==> src/rtl/f_d_reg.sv <==
// Fetch-to-decode pipeline register: latches IR/PC/PC+8/delay-slot flag, flags
// misaligned or out-of-range fetch addresses as AdEL, supports stall and flush.
module f_d_reg #(
  parameter logic [31:0] RESET_PC = 32'h0000_3000,
  parameter int          IM_WORDS = 1024,
  parameter int          CNT_W    = 16
) (
  input  logic             clk,
  input  logic             reset,
  input  logic             en,
  input  logic             flush,
  input  logic [31:0]      IR_F,
  input  logic [31:0]      PC_F,
  input  logic             BD_F,
  output logic [31:0]      IR_D,
  output logic [31:0]      PC_D,
  output logic [31:0]      PC8_D,
  output logic             BD_D,
  output logic [4:0]       EXC_D,
  output logic             valid_D,
  output logic [CNT_W-1:0] stall_cnt
);

  localparam logic [31:0] LAST_PC  = RESET_PC + 32'(4 * IM_WORDS) - 32'd4;
  localparam logic [4:0]  EXC_NONE = 5'd0;
  localparam logic [4:0]  EXC_ADEL = 5'd4;

  logic fault;

  // Unsigned compares; a faulting fetch loads a zero word so X on IR_F never reaches D.
  always_comb begin
    fault = 1'b0;
    if (PC_F[1:0] != 2'b00) fault = 1'b1;
    if (PC_F < RESET_PC)    fault = 1'b1;
    if (PC_F > LAST_PC)     fault = 1'b1;
  end

  always_ff @(posedge clk) begin
    if (!reset) begin
      IR_D      <= 32'd0;
      PC_D      <= RESET_PC;
      PC8_D     <= RESET_PC + 32'd8;
      BD_D      <= 1'b0;
      EXC_D     <= EXC_NONE;
      valid_D   <= 1'b0;
      stall_cnt <= '0;
    end else if (flush) begin
      // Bubble keeps PC_F so EPC tracking downstream still sees a sensible PC.
      IR_D    <= 32'd0;
      PC_D    <= PC_F;
      PC8_D   <= PC_F + 32'd8;
      BD_D    <= 1'b0;
      EXC_D   <= EXC_NONE;
      valid_D <= 1'b0;
    end else if (en) begin
      IR_D    <= fault ? 32'd0 : IR_F;
      PC_D    <= PC_F;
      PC8_D   <= PC_F + 32'd8;
      BD_D    <= BD_F;
      EXC_D   <= fault ? EXC_ADEL : EXC_NONE;
      valid_D <= 1'b1;
    end else if (stall_cnt != {CNT_W{1'b1}}) begin
      stall_cnt <= stall_cnt + 1'b1;
    end
  end

endmodule

==> config.mk <==
export PLATFORM = sky130hd
export DESIGN_NAME = f_d_reg
export DESIGN_NICKNAME = d
export VERILOG_FILES = /design/src/rtl/f_d_reg.sv
export SDC_FILE = /design/constraint.sdc
export NUM_CORES = 1
export LEC_CHECK = 0
export BUFFER_PORTS_ARGS = -buffer_cell sky130_fd_sc_hd__buf_2
export CAP_MARGIN = 30
export CORE_MARGIN = 3
export CORE_UTILIZATION = 50
export CTS_BUF_LIST = sky130_fd_sc_hd__clkbuf_4
export DETAILED_ROUTE_END_ITERATION = 16
export PLACE_DENSITY = 0.8
export SLEW_MARGIN = 10
export SYNTH_ARGS = -nofsm -noshare
export SYNTH_HDL_FRONTEND = slang
export SYNTH_SLANG_ARGS = --single-unit
==> constraint.sdc <==
create_clock -name clk -period 4.9 [get_ports clk]
set_clock_uncertainty 0.1 [all_clocks]
set_input_delay 0.49 -clock clk [delete_from_list [all_inputs] [get_ports clk]]
set_output_delay 0.49 -clock clk [all_outputs]
set_load 0.005 [all_outputs]
# Yosys cells after proc, flatten, opt, wreduce, memory -nomap -nowiden
# Index checks and enable logic that the tools add are counted.
# totals
elab_cells,28
output_inout_bits,119
register_bits,119
# op_classes
eq_ne,1
n_mux,9
bitwise,3
order_cmp,2
add_sub_neg,2
reduce_logical,4
# ops
cell,n
32-bit 2-to-1 mux,5
32-bit by 4-bit adder with 32-bit output (second input constant),1
32-bit by 14-bit greater-than comparator with 1-bit output (second input constant),1
32-bit by 14-bit less-than comparator with 1-bit output (second input constant),1
16-bit by 1-bit adder with 16-bit output (second input constant),1
16-bit != test (second input constant),1
2-bit nonzero test,2
1-bit 2-to-1 mux,3
3-bit 2-to-1 mux,1
1-bit NOT,3
3-bit AND reduction,1
2-bit OR reduction,1

# Depth between registers and ports, before layout
# Gate-level depths: netlist of the first run.
# logic_depth
depth_word,5
mapped_depth,7

# Least setup slack after synthesis of the first run
# Ideal clock, no wire load.
# synth_timing
path_type,input to register
from,input PC_F[3]
to,register PC8_D[31]
required_ns,4.682
setup_ns,0.118
setup_slack_ns,2.737
arrival_ns,1.945
path_stages,5
path_cell_list,ha_1 nand4_1 or4_4 or4_1 o2111a_1
# synth_via
elab_chain_len,3
# synth_lines
item,line_no,rtl
from (decl),13,"input logic [31:0] PC_F,"
32-bit by 4-bit adder with 32-bit output (*),"51, 58",
32-bit 2-to-1 mux,55,end else if (en) begin
32-bit 2-to-1 mux (*),47,end else if (flush) begin
to (signal assigned),42,PC8_D <= RESET_PC + 32'd8;
to (signal assigned),51,PC8_D <= PC_F + 32'd8;
to (signal assigned),58,PC8_D <= PC_F + 32'd8;
to (decl),17,"output logic [31:0] PC8_D,"
# Every way passes the cells marked *; elsewhere a longest branch is shown, timed or not. The select of a mux whose other input is x is not followed.
# A chain may end at the register's enable or synchronous reset.

# Final worst setup path of the first run
# layout_timing
from,input en
to,register PC8_D[30]
# layout_via
elab_chain_len,1
# layout_lines
item,line_no,rtl
from (decl),10,"input logic en,"
2-bit nonzero test (no line),n/a,
# No other way between the ends.

==> results of run 1 <==
-- path summary, 6_finish.rpt --
kind / from / end / slack [ns]
min: PC_F[2] / PC_D[2] / 0.13
max: en / PC8_D[30] / 2.40
min reg2reg: PC_D[30] / PC_D[30] / 0.37
max reg2reg: stall_cnt[10] / stall_cnt[13] / 2.82
-- power groups by stage --
| stage | Clock (W) | Combinational (W) | Sequential (W) |
|---|---|---|---|
| floorplan | 0 | 0.000103 | 0.000988 |
| global placement | 0 | 0.000197 | 0.000986 |
| detailed placement | 0 | 0.000206 | 0.000988 |
| CTS | 0.000491 | 0.000206 | 0.000969 |
| global route | 0.000529 | 0.000230 | 0.000974 |
| finish | 0.000481 | 0.000206 | 0.000970 |
-- per-stage QoR --
step                      utilization, %  std cells
after floorplan                        -        648
after global placement              60.9        914
after detailed placement            61.2        916
after CTS                           62.7        932
after global routing                62.7        932
final                               62.7        932
-- state kept, by name, indices dropped and copies added (netlist names) --
signal and cells:
BD_D 1, EXC_D 1, IR_D 32, PC8_D 29, PC_D 32, stall_cnt 16
valid_D 1
-- worst min-delay path: stages --
cell                      delay, ns
sky130_fd_sc_hd__buf_2         0.09
sky130_fd_sc_hd__nand2_1       0.04
sky130_fd_sc_hd__a21oi_1       0.05
-- metal layers --
metal | track usage [%] | vias up
li1 | - | 2523
met1 | 30.7 | 2438
met2 | 40.6 | 217
met3 | 5.28 | 31
met4 | 10.2 | 0
met5 | 0 | -
-- cells in the final DEF, fill, tap and decap left out, drive strengths merged, types with 2 or more instances in the layout --
master,instances
nor4b,2
conb,4
nand2,97
nand4,17
and2,2
buf,189
a21oi,43
a311oi,2
or4,9
o21ai,25
a211oi,8
nor4,10
nor3b,4
nor3,12
or3,5
dfxtp,112
a31oi,9
xor2,10
nand3,16
inv,67
o32a,32
or2,2
mux2i,12
and4,9
o31ai,7
clkinv,3
xnor2,2
o31a,2
nand2b,11
clkbuf,9
and3,4
ha,2
nor2,53
-- layout make-up --
| cell class | instances | area (µm²) |
|---|---|---|
| clock buffers | 9 | 67.6 |
| clock inverters | 7 | 77.6 |
| fillers | 898 | 3700 |
| inverters | 65 | 244 |
| multi-input cells | 417 | 2430 |
| flip-flops and latches | 112 | 2240 |
| well taps | 133 | 166 |
| repair buffers | 189 | 976 |
-- cells by family (layout without fill, tap and decap cells) --
logic type | Yosys count | count (layout) | synth area share [%]
muxes | 12 | 12 | 2.33
and+or+nand+nor | 255 | 255 | 24.5
DFF | 112 | 112 | 43.6
AOI/OAI and AO/OA | 132 | 132 | 17.5
buffers and inverters | 119 | 270 | 9.46
other | 1 | 4 | 0.0729
xor gates and xnor gates | 12 | 12 | 2.04
adders and majority gates | 2 | 2 | 0.486
==> results.cfg, run 1 <==
[detailed_routing]
antenna_left = 0
drt_first_iter_violations = 349
wl_met2_um = 7100
wirelength_um = 14400
drt_pre_antenna_iters = 5
remaining_drc_errors = 0
vias = 5209
route.top_layer_used = met4
detail_route.vias_per_cell = 5.59
met3_routed_length_um = 1120
post_drt_wl_per_cell_um = 15.5
detail_route.wirelength.met1_um = 5810

[timing]
fin_tns_setup_ns = 0
layout_worst_path_cycle_share_pct = 51.0
hold_ws_ns = 0.129
layout_setup_ws_ns = 2.40
fmax_mhz = 400
timing_hold_violations_final = 0
timing_worst_slew_pin_value_ns = 0.855
grt_setup_unrepaired = false
period_minus_slack_ns = 2.50
endpoints_failing_setup = 0
final_max_slew_viol_count = 0
max_transition_margin_pct = 43.0

[clock_tree]
h-tree-depth = 3
post_cts_hold_buffer_count = 0
cells_resized_by_post_cts_repair = 0
tritoncts = yes
path_clk_slew_ns = 0.18
cts.path.max_buffers = 2
clk_lat_worst_skew_ns = 0.46
postCtsSetupBuffers = 0
cts_root_buffer = sky130_fd_sc_hd__clkbuf_4
cts_inserted_buffers = 9
clock_sink_count = 112

[yosys]
synthesis.area_per_instance_um2 = 7.98
ys_types = 47
postSynthRegisterBits = 112
synth_largest_type_area_fraction_pct = 43.6
number_of_enable_type_register_cells_in_the_synthesized_netlist = 0
synthesis.area_um2 = 5140
post-synth-top-count-cell = sky130_fd_sc_hd__dfxtp_1
synth_seq_area_share_pct = 43.6
netlist.top_cell.by_area = sky130_fd_sc_hd__dfxtp_1
count_of_yosys_warnings_during_synthesis = 0
synth_ff_type = sky130_fd_sc_hd__dfxtp_1
async_s_r_ff_share_synth_pct = 0
post_synth_inst_count = 645
synth.cells.most_frequent = 112 x sky130_fd_sc_hd__dfxtp_1, 97 x sky130_fd_sc_hd__nand2_1, 64 x sky130_fd_sc_hd__inv_1
synth_area_leaders = sky130_fd_sc_hd__dfxtp_1 44%, sky130_fd_sc_hd__nand2_1 7.1%, sky130_fd_sc_hd__o32a_1 6.2%

[worst_hold_path]
min_delay_path_depth = 3
worst_hold_path_type = in2reg

[power_and_ir_drop]
p_switching_w = 0.000465
power_switching_share_pct = 28.1
p_total_w = 0.00166
seqPwrFrac_pct = 58.5
power.clock.fraction_pct = 29.0
vdd_ir_drop_max_mv = 0.151
power_leakage_nw = 2.71
power_density_nw_per_um2 = 267
intPower_w = 0.00119
combinationalPowerShare_pct = 12.5

[setup_path]
critPathMaxFanout = 49
cp.required_ns = 5.14
crit_slowest_cell = sky130_fd_sc_hd__or2_2
worst_setup_path_start_kind = primary input
critical_path.top_delay_family = simple AND/OR/NAND/NOR gates
worstPathArrival_ns = 2.74
critical_path_buf_inv_count = 2
critical_path.endpoint_type = flip-flop
cp_num_cells = 6
crit_path_max_incr_delay_ns = 0.59
worst-setup-path-type = in2reg
path_cells = buf_2 -> or2_2 -> buf_4 -> nand2_1 -> nor4_1 -> nor3_1
rr_worst_depth = 4

[floorplanning]
start_util_pct = 51.9
floorplan.die_area_um2 = 11500
io_pins = 188
placementRows = 36
die_height_um = 107
die_x_um = 107
core-area_um2 = 9910

[grt]
grt_pass1_vias = 4827
grt_antenna_before_repair = 0
gr-usage-all-layers_pct = 24.4
wire_length_of_the_first_global_routing_pass_um = 23000
grt_start_max_net_pins = 51
global_route.overflow_total = 0

[final_layout]
syn_to_final_growth_pct = 20.7
antenna_cells_inserted = 0
final_cell_area_um2 = 6210
net_count_final = 865
drive_gt1_share_pct = 26.7

[placement]
pre_cts_ws_ns = 1.97
placed_cell_area_um2 = 6060
port_buffers = 183
dpl.hpwl_um = 10500
gp_congestion = 0.809

[run_status]
run_status = complete, no violations

[flow_run]
max_cap_violations = 0
(Power assumes the default switching activity.)
==> inputs of run 2 (changes only) <==
ABC_AREA = 1   (was not set)
CORE_UTILIZATION = 47   (was 50)
PLACE_DENSITY = 0.78   (was 0.8)
clock period = 2.1 ns   (was 4.9 ns; I/O delays follow)
==> run 2 against run 1 <==
Effect of this change:
- die area is 8.4% higher
- sequential share of layout area is 4.5 points lower
- cell area is 14% higher
- sequential cell count stayed put
- first-iteration DRC count is 66% higher
- critical path depth is 6 higher
- via count is 9.8% higher
- worst setup slack worse by 2.2 ns
- power grew to 2.6 times the previous value
- utilization is 2.5 points higher
- global-route usage is 1.5 points higher
- highest routed layer unchanged
==> results.cfg, run 2 <==
[clock_tree]
h-tree-depth = 3
postCtsSetupBuffers = 0
cts.path.max_buffers = 2
cts_inserted_buffers = 9
clk_lat_worst_skew_ns = 0.49
tritoncts = yes
clock_sink_count = 112
cts_root_buffer = sky130_fd_sc_hd__clkbuf_4
path_clk_slew_ns = 0.17

[timing]
layout_worst_path_cycle_share_pct = 91.4
period_minus_slack_ns = 1.92
max_transition_margin_pct = 62.9
layout_setup_ws_ns = 0.181
fin_tns_setup_ns = 0
final_max_slew_viol_count = 0
endpoints_failing_setup = 0
timing_hold_violations_final = 0
grt_setup_unrepaired = false
fmax_mhz = 521
timing_worst_slew_pin_value_ns = 0.557
hold_ws_ns = 0.0382

[yosys]
synthesis.area_per_instance_um2 = 7.15
async_s_r_ff_share_synth_pct = 0
postSynthRegisterBits = 112
post-synth-top-count-cell = sky130_fd_sc_hd__nand2_1
count_of_yosys_warnings_during_synthesis = 0
synth_area_leaders = sky130_fd_sc_hd__dfxtp_1 43%, sky130_fd_sc_hd__nand2_1 13%, sky130_fd_sc_hd__nor2_1 9.0%
ys_types = 34
netlist.top_cell.by_area = sky130_fd_sc_hd__dfxtp_1
synth.cells.most_frequent = 180 x sky130_fd_sc_hd__nand2_1, 127 x sky130_fd_sc_hd__nor2_1, 112 x sky130_fd_sc_hd__dfxtp_1
synth_largest_type_area_fraction_pct = 42.6
post_synth_inst_count = 737
synth_seq_area_share_pct = 42.6
number_of_enable_type_register_cells_in_the_synthesized_netlist = 0
synth_ff_type = sky130_fd_sc_hd__dfxtp_1
synthesis.area_um2 = 5270

[setup_path]
critical_path_buf_inv_count = 4
path_cells = dlygate4sd3_1 -> buf_2 -> ha_1 -> nand3_2 -> inv_1 -> nand2_2 -> nor2_4 -> nand3_1 -> nand3_1 -> nand3_1 -> nand2_1 -> inv_1
worstPathArrival_ns = 2.23
worst_setup_path_start_kind = primary input
critical-path-top-cell-by-count = sky130_fd_sc_hd__nand3_1
critPathMaxFanout = 7
cp.required_ns = 2.41
crit_path_max_incr_delay_ns = 0.53
critical_path.top_delay_family = buffers and inverters
crit_slowest_cell = sky130_fd_sc_hd__dlygate4sd3_1
cp_num_cells = 12
critical_path.endpoint_type = flip-flop
worst-setup-path-type = in2reg
rr_worst_depth = 9

[placement]
pre_cts_ws_ns = 0.281
gp_congestion = 0.959
dpl.hpwl_um = 11100
port_buffers = 183

[detailed_routing]
remaining_drc_errors = 0
drt_pre_antenna_iters = 5
post_drt_wl_per_cell_um = 14.6
antenna_left = 0
wirelength_um = 16300
vias = 5719
drt_first_iter_violations = 579
detail_route.vias_per_cell = 5.12

[grt]
grt_antenna_before_repair = 0
grt_start_max_net_pins = 62
global_route.overflow_total = 0
gr-usage-all-layers_pct = 25.9
grt_pass1_vias = 5479
wire_length_of_the_first_global_routing_pass_um = 26600

[floorplanning]
core-area_um2 = 10900
floorplan.die_area_um2 = 12500
start_util_pct = 48.4
placementRows = 38
die_x_um = 112
die_height_um = 112
io_pins = 188

[final_layout]
drive_gt1_share_pct = 23.1
net_count_final = 1045
layout.cells.most_common = sky130_fd_sc_hd__buf_2
largest_registers = IR_D: 32 flops, PC_D: 32 flops, PC8_D: 29 flops
most_frequent_cells_in_the_layout = 183 x sky130_fd_sc_hd__buf_2, 180 x sky130_fd_sc_hd__nand2_1, 127 x sky130_fd_sc_hd__nor2_1, 112 x sky130_fd_sc_hd__dfxtp_1, 67 x sky130_fd_sc_hd__dlygate4sd3_1
antenna_cells_inserted = 0
final_core_util_pct = 65.1
syn_to_final_growth_pct = 34.6

[worst_hold_path]
min_delay_path_depth = 3
worst_hold_path_type = in2reg

[flow_run]
max_cap_violations = 0

[run_status]
run_status = complete, no violations

[power_and_ir_drop]
power_density_nw_per_um2 = 606
power_leakage_nw = 3.52
vdd_ir_drop_max_mv = 0.497
[run 2: changes by cell type in the layout (fill, tap and decap cells not counted), moves of 7 or more]
cell and delta:
sky130_fd_sc_hd__nor2_1 +75, sky130_fd_sc_hd__nand2_1 +83, sky130_fd_sc_hd__a31oi_1 -9, sky130_fd_sc_hd__o32a_1 -32
sky130_fd_sc_hd__o21ai_0 +16, sky130_fd_sc_hd__mux2i_1 +20, sky130_fd_sc_hd__or4_1 -8, sky130_fd_sc_hd__o31ai_1 -7
sky130_fd_sc_hd__a211oi_1 -8, sky130_fd_sc_hd__nand2b_1 -11, sky130_fd_sc_hd__dlygate4sd3_1 +67, sky130_fd_sc_hd__nand3_1 +28
sky130_fd_sc_hd__and4_1 -8
[run 2: per-layer routing]
metal / part of all wire [%] / global-route usage, % / up-vias
li1: - / - / 2839
met1: 42 / 32.9 / 2569
met2: 46 / 42.1 / 257
met3: 8.2 / 5.71 / 54
met4: 3.8 / 11.7 / 0
met5: 0 / 0 / -
[run 2: cells by family after synthesis]
group	Yosys count	synth area share [%]
xor+xnor	8	1.33
compound gates	90	9.07
flops	112	42.6
fa+ha+maj	2	0.475
simple gates	394	32.0
mux	32	6.08
other cells	1	0.0712
buf+inv	98	8.43
[run 2: path summary, 6_finish.rpt]
check / start / to / slack [ns]
worst max register to register: stall_cnt[0] / stall_cnt[5] / 0.31
worst min-delay path: PC_F[6] / PC_D[6] / 0.04
worst min register to register: PC_D[8] / PC_D[8] / 0.38
worst max-delay path: PC_F[4] / PC8_D[21] / 0.18
[run 2: what timing repair did]
action | CTS | global route
hold endpoints to repair | 82 | 0
gates resized for setup | 0 | 0
hold buffers | 67 | 0
[run 2: report_power, final]
part           internal (W)  leakage, nW  switching, W
registers           0.00222        0.920     0.0000514
clock network      0.000605       0.0930      0.000742
logic              0.000312         2.51      0.000368
total               0.00314         3.52       0.00116
[run 2: stage by stage]
step	total power, W	std cells	area [µm²]
finish	0.00430	1118	7090
global route	0.00447	1118	7090
CTS	0.00431	1118	7090
detailed placement	0.00289	1036	6240
global placement	0.00288	1036	6240
floorplan	0.00263	740	5280
[run 2: cell type report]
class	count	area (µm²)
clock buffers	9	67.6
multi-input cells	530	2590
well taps	140	175
clock inverters	6	115
inverters	62	233
repair buffers	259	1670
fillers	945	3790
flip-flops and latches	112	2240
[run 2: worst min-delay path, delay by kind of cell]
kind,cells,cell delay [ns]
AOI/OAI and AO/OA,1,0.13
buffers and inverters,1,0.14
and+or+nand+nor,1,0.13
==> inputs of run 3 (changes only) <==
clock period = 1.65 ns   (was 2.1 ns; I/O delays follow)
==> run 3 against run 2 <==
Effect of this change:
- clock power grew 9.6%
- worst setup slack lost 0.14 ns
- sequential power grew 27%
- non-clock buffer count grew 25
- critical path depth shrank 4
- cell area grew 4.6%
- power grew 23%
- sequential cell count is the same
- largest cell class unchanged
- largest power group unchanged
- highest routed layer unchanged
==> results.cfg, run 3 (same netlist as run 2, synthesis figures left out) <==
[detailed_routing]
drt_pre_antenna_iters = 5
post_drt_wl_per_cell_um = 15.1
remaining_drc_errors = 0
antenna_left = 0
wirelength_um = 17300
drt_first_iter_violations = 643
vias = 5900
detail_route.vias_per_cell = 5.15

[timing]
layout_setup_ws_ns = 0.0396
layout_worst_path_cycle_share_pct = 97.6
timing_hold_violations_final = 0
endpoints_failing_setup = 0
fmax_mhz = 621
period_minus_slack_ns = 1.61
final_max_slew_viol_count = 0

[grt]
grt_pass1_vias = 5478
global_route.overflow_total = 0
grt_start_max_net_pins = 54
gr-usage-all-layers_pct = 26.3
grt_antenna_before_repair = 0
wire_length_of_the_first_global_routing_pass_um = 26600

[clock_tree]
h-tree-depth = 3
clk_lat_worst_skew_ns = 0.49
path_clk_slew_ns = 0.17
tritoncts = yes
cts_root_buffer = sky130_fd_sc_hd__clkbuf_4
cts.path.max_buffers = 2
clock_sink_count = 112
cts_inserted_buffers = 9

[run_status]
run_status = complete, no violations

[placement]
port_buffers = 183
dpl.hpwl_um = 11200
pre_cts_ws_ns = -0.0587
gp_congestion = 0.921

[final_layout]
antenna_cells_inserted = 0
layout.cells.most_common = sky130_fd_sc_hd__buf_2
net_count_final = 1072
final_core_util_pct = 68.1
syn_to_final_growth_pct = 40.8
drive_gt1_share_pct = 26.7
fillCellCount = 874
largest_registers = IR_D: 32 flops, PC_D: 32 flops, PC8_D: 29 flops
most_frequent_cells_in_the_layout = 181 x sky130_fd_sc_hd__buf_2, 177 x sky130_fd_sc_hd__nand2_1, 122 x sky130_fd_sc_hd__nor2_1, 107 x sky130_fd_sc_hd__dfxtp_1, 72 x sky130_fd_sc_hd__dlygate4sd3_1

[power_and_ir_drop]
combinationalPowerShare_pct = 17.5
intPower_w = 0.00375
power_density_nw_per_um2 = 714
power.clock.fraction_pct = 27.9
power_switching_share_pct = 29.1
seqPwrFrac_pct = 54.6
power_leakage_nw = 3.70
vdd_ir_drop_max_mv = 0.694
p_switching_w = 0.00154

[floorplanning]
floorplan.die_area_um2 = 12500
io_pins = 188
core-area_um2 = 10900
die_height_um = 112
die_x_um = 112
start_util_pct = 48.4
placementRows = 38

[setup_path]
critical_path.endpoint_type = flip-flop
path_cells = dlygate4sd3_1 -> buf_2 -> nor4_1 -> nand4_1 -> nand2_1 -> nand2_1 -> buf_12 -> nor2_1
cp.required_ns = 1.98
worst_setup_path_start_kind = primary input
critical_path.top_delay_family = buffers and inverters
critPathMaxFanout = 32
crit_slowest_cell = sky130_fd_sc_hd__dlygate4sd3_1
critical_path_buf_inv_count = 3
worst-setup-path-type = in2reg
worstPathArrival_ns = 1.94
critical-path-top-cell-by-count = sky130_fd_sc_hd__nand2_1
crit_path_max_incr_delay_ns = 0.56

[flow_run]
max_cap_violations = 0

[worst_hold_path]
worst_hold_path_type = in2reg
[run 3: power groups by stage]
stage | combinational [W] | clock, W | sequential (W)
final | 0.000925 | 0.00148 | 0.00289
after global routing | 0.00101 | 0.00161 | 0.00291
after CTS | 0.000884 | 0.00151 | 0.00289
after detailed placement | 0.000744 | 0 | 0.00295
after global placement | 0.000737 | 0 | 0.00294
after floorplan | 0.000384 | 0 | 0.00296
[run 3: area by class of cell]
type	count	area, µm²	area share, %
clock buffers	9	67.6	0.911
clock inverters	7	83.8	1.13
well taps	140	175	2.36
inverters	62	233	3.14
multi-input cells	532	2700	36.5
repair buffers	284	1900	25.7
flip-flops and latches	112	2250	30.3
[run 3: path summary, 6_finish.rpt]
| path | startpoint | end | slack [ns] | depth (start not counted) |
|---|---|---|---|---|
| setup / recovery | PC_F[31] | IR_D[24] | 0.04 | 8 |
| hold / removal | PC_F[14] | PC8_D[14] | 0.08 | 4 |
| setup reg to reg | stall_cnt[4] | stall_cnt[1] | 0.08 | 8 |
| hold reg to reg | EXC_D[2] | EXC_D[2] | 0.38 | 2 |
[run 3: repair_timing]
action / CTS / global route
hold buffers: 71 / 1
setup endpoints to repair: 15 / 26
gates cloned: 0 / 2
pin swaps: 1 / 7
hold endpoints to repair: 94 / 1
buffers inserted: 2 / 2
resized for setup: 2 / 32
[run 3: through the flow]
step           hold WS (ns)  total power [W]  area (µm²)  TNS (ns)  cells
3_5_place_dp          0.323          0.00369        6380    -0.101   1052
2_1_floorplan         0.196          0.00334        5280         0    740
5_1_grt              0.0646          0.00553        7420    -0.160   1146
6_report             0.0757          0.00530        7420         0   1146
4_1_cts              0.0188          0.00528        7270         0   1141
3_3_place_gp          0.311          0.00368        6380         0   1052
[run 3: per-layer routing]
metal / wire (µm) / up-vias / track usage, %
li1: - / 2902 / -
met1: 7090 / 2630 / 32.8
met2: 7980 / 290 / 43.0
met3: 1380 / 78 / 5.54
met4: 833 / 0 / 13.4
met5: 0 / - / 0
[run 3: worst register-to-register path: cells and delay by family, from the launching register on]
family                 cells  cell delay (ns)
buffers and inverters      2             0.30
and+or+nand+nor            6             0.62
DFF                        1             0.46
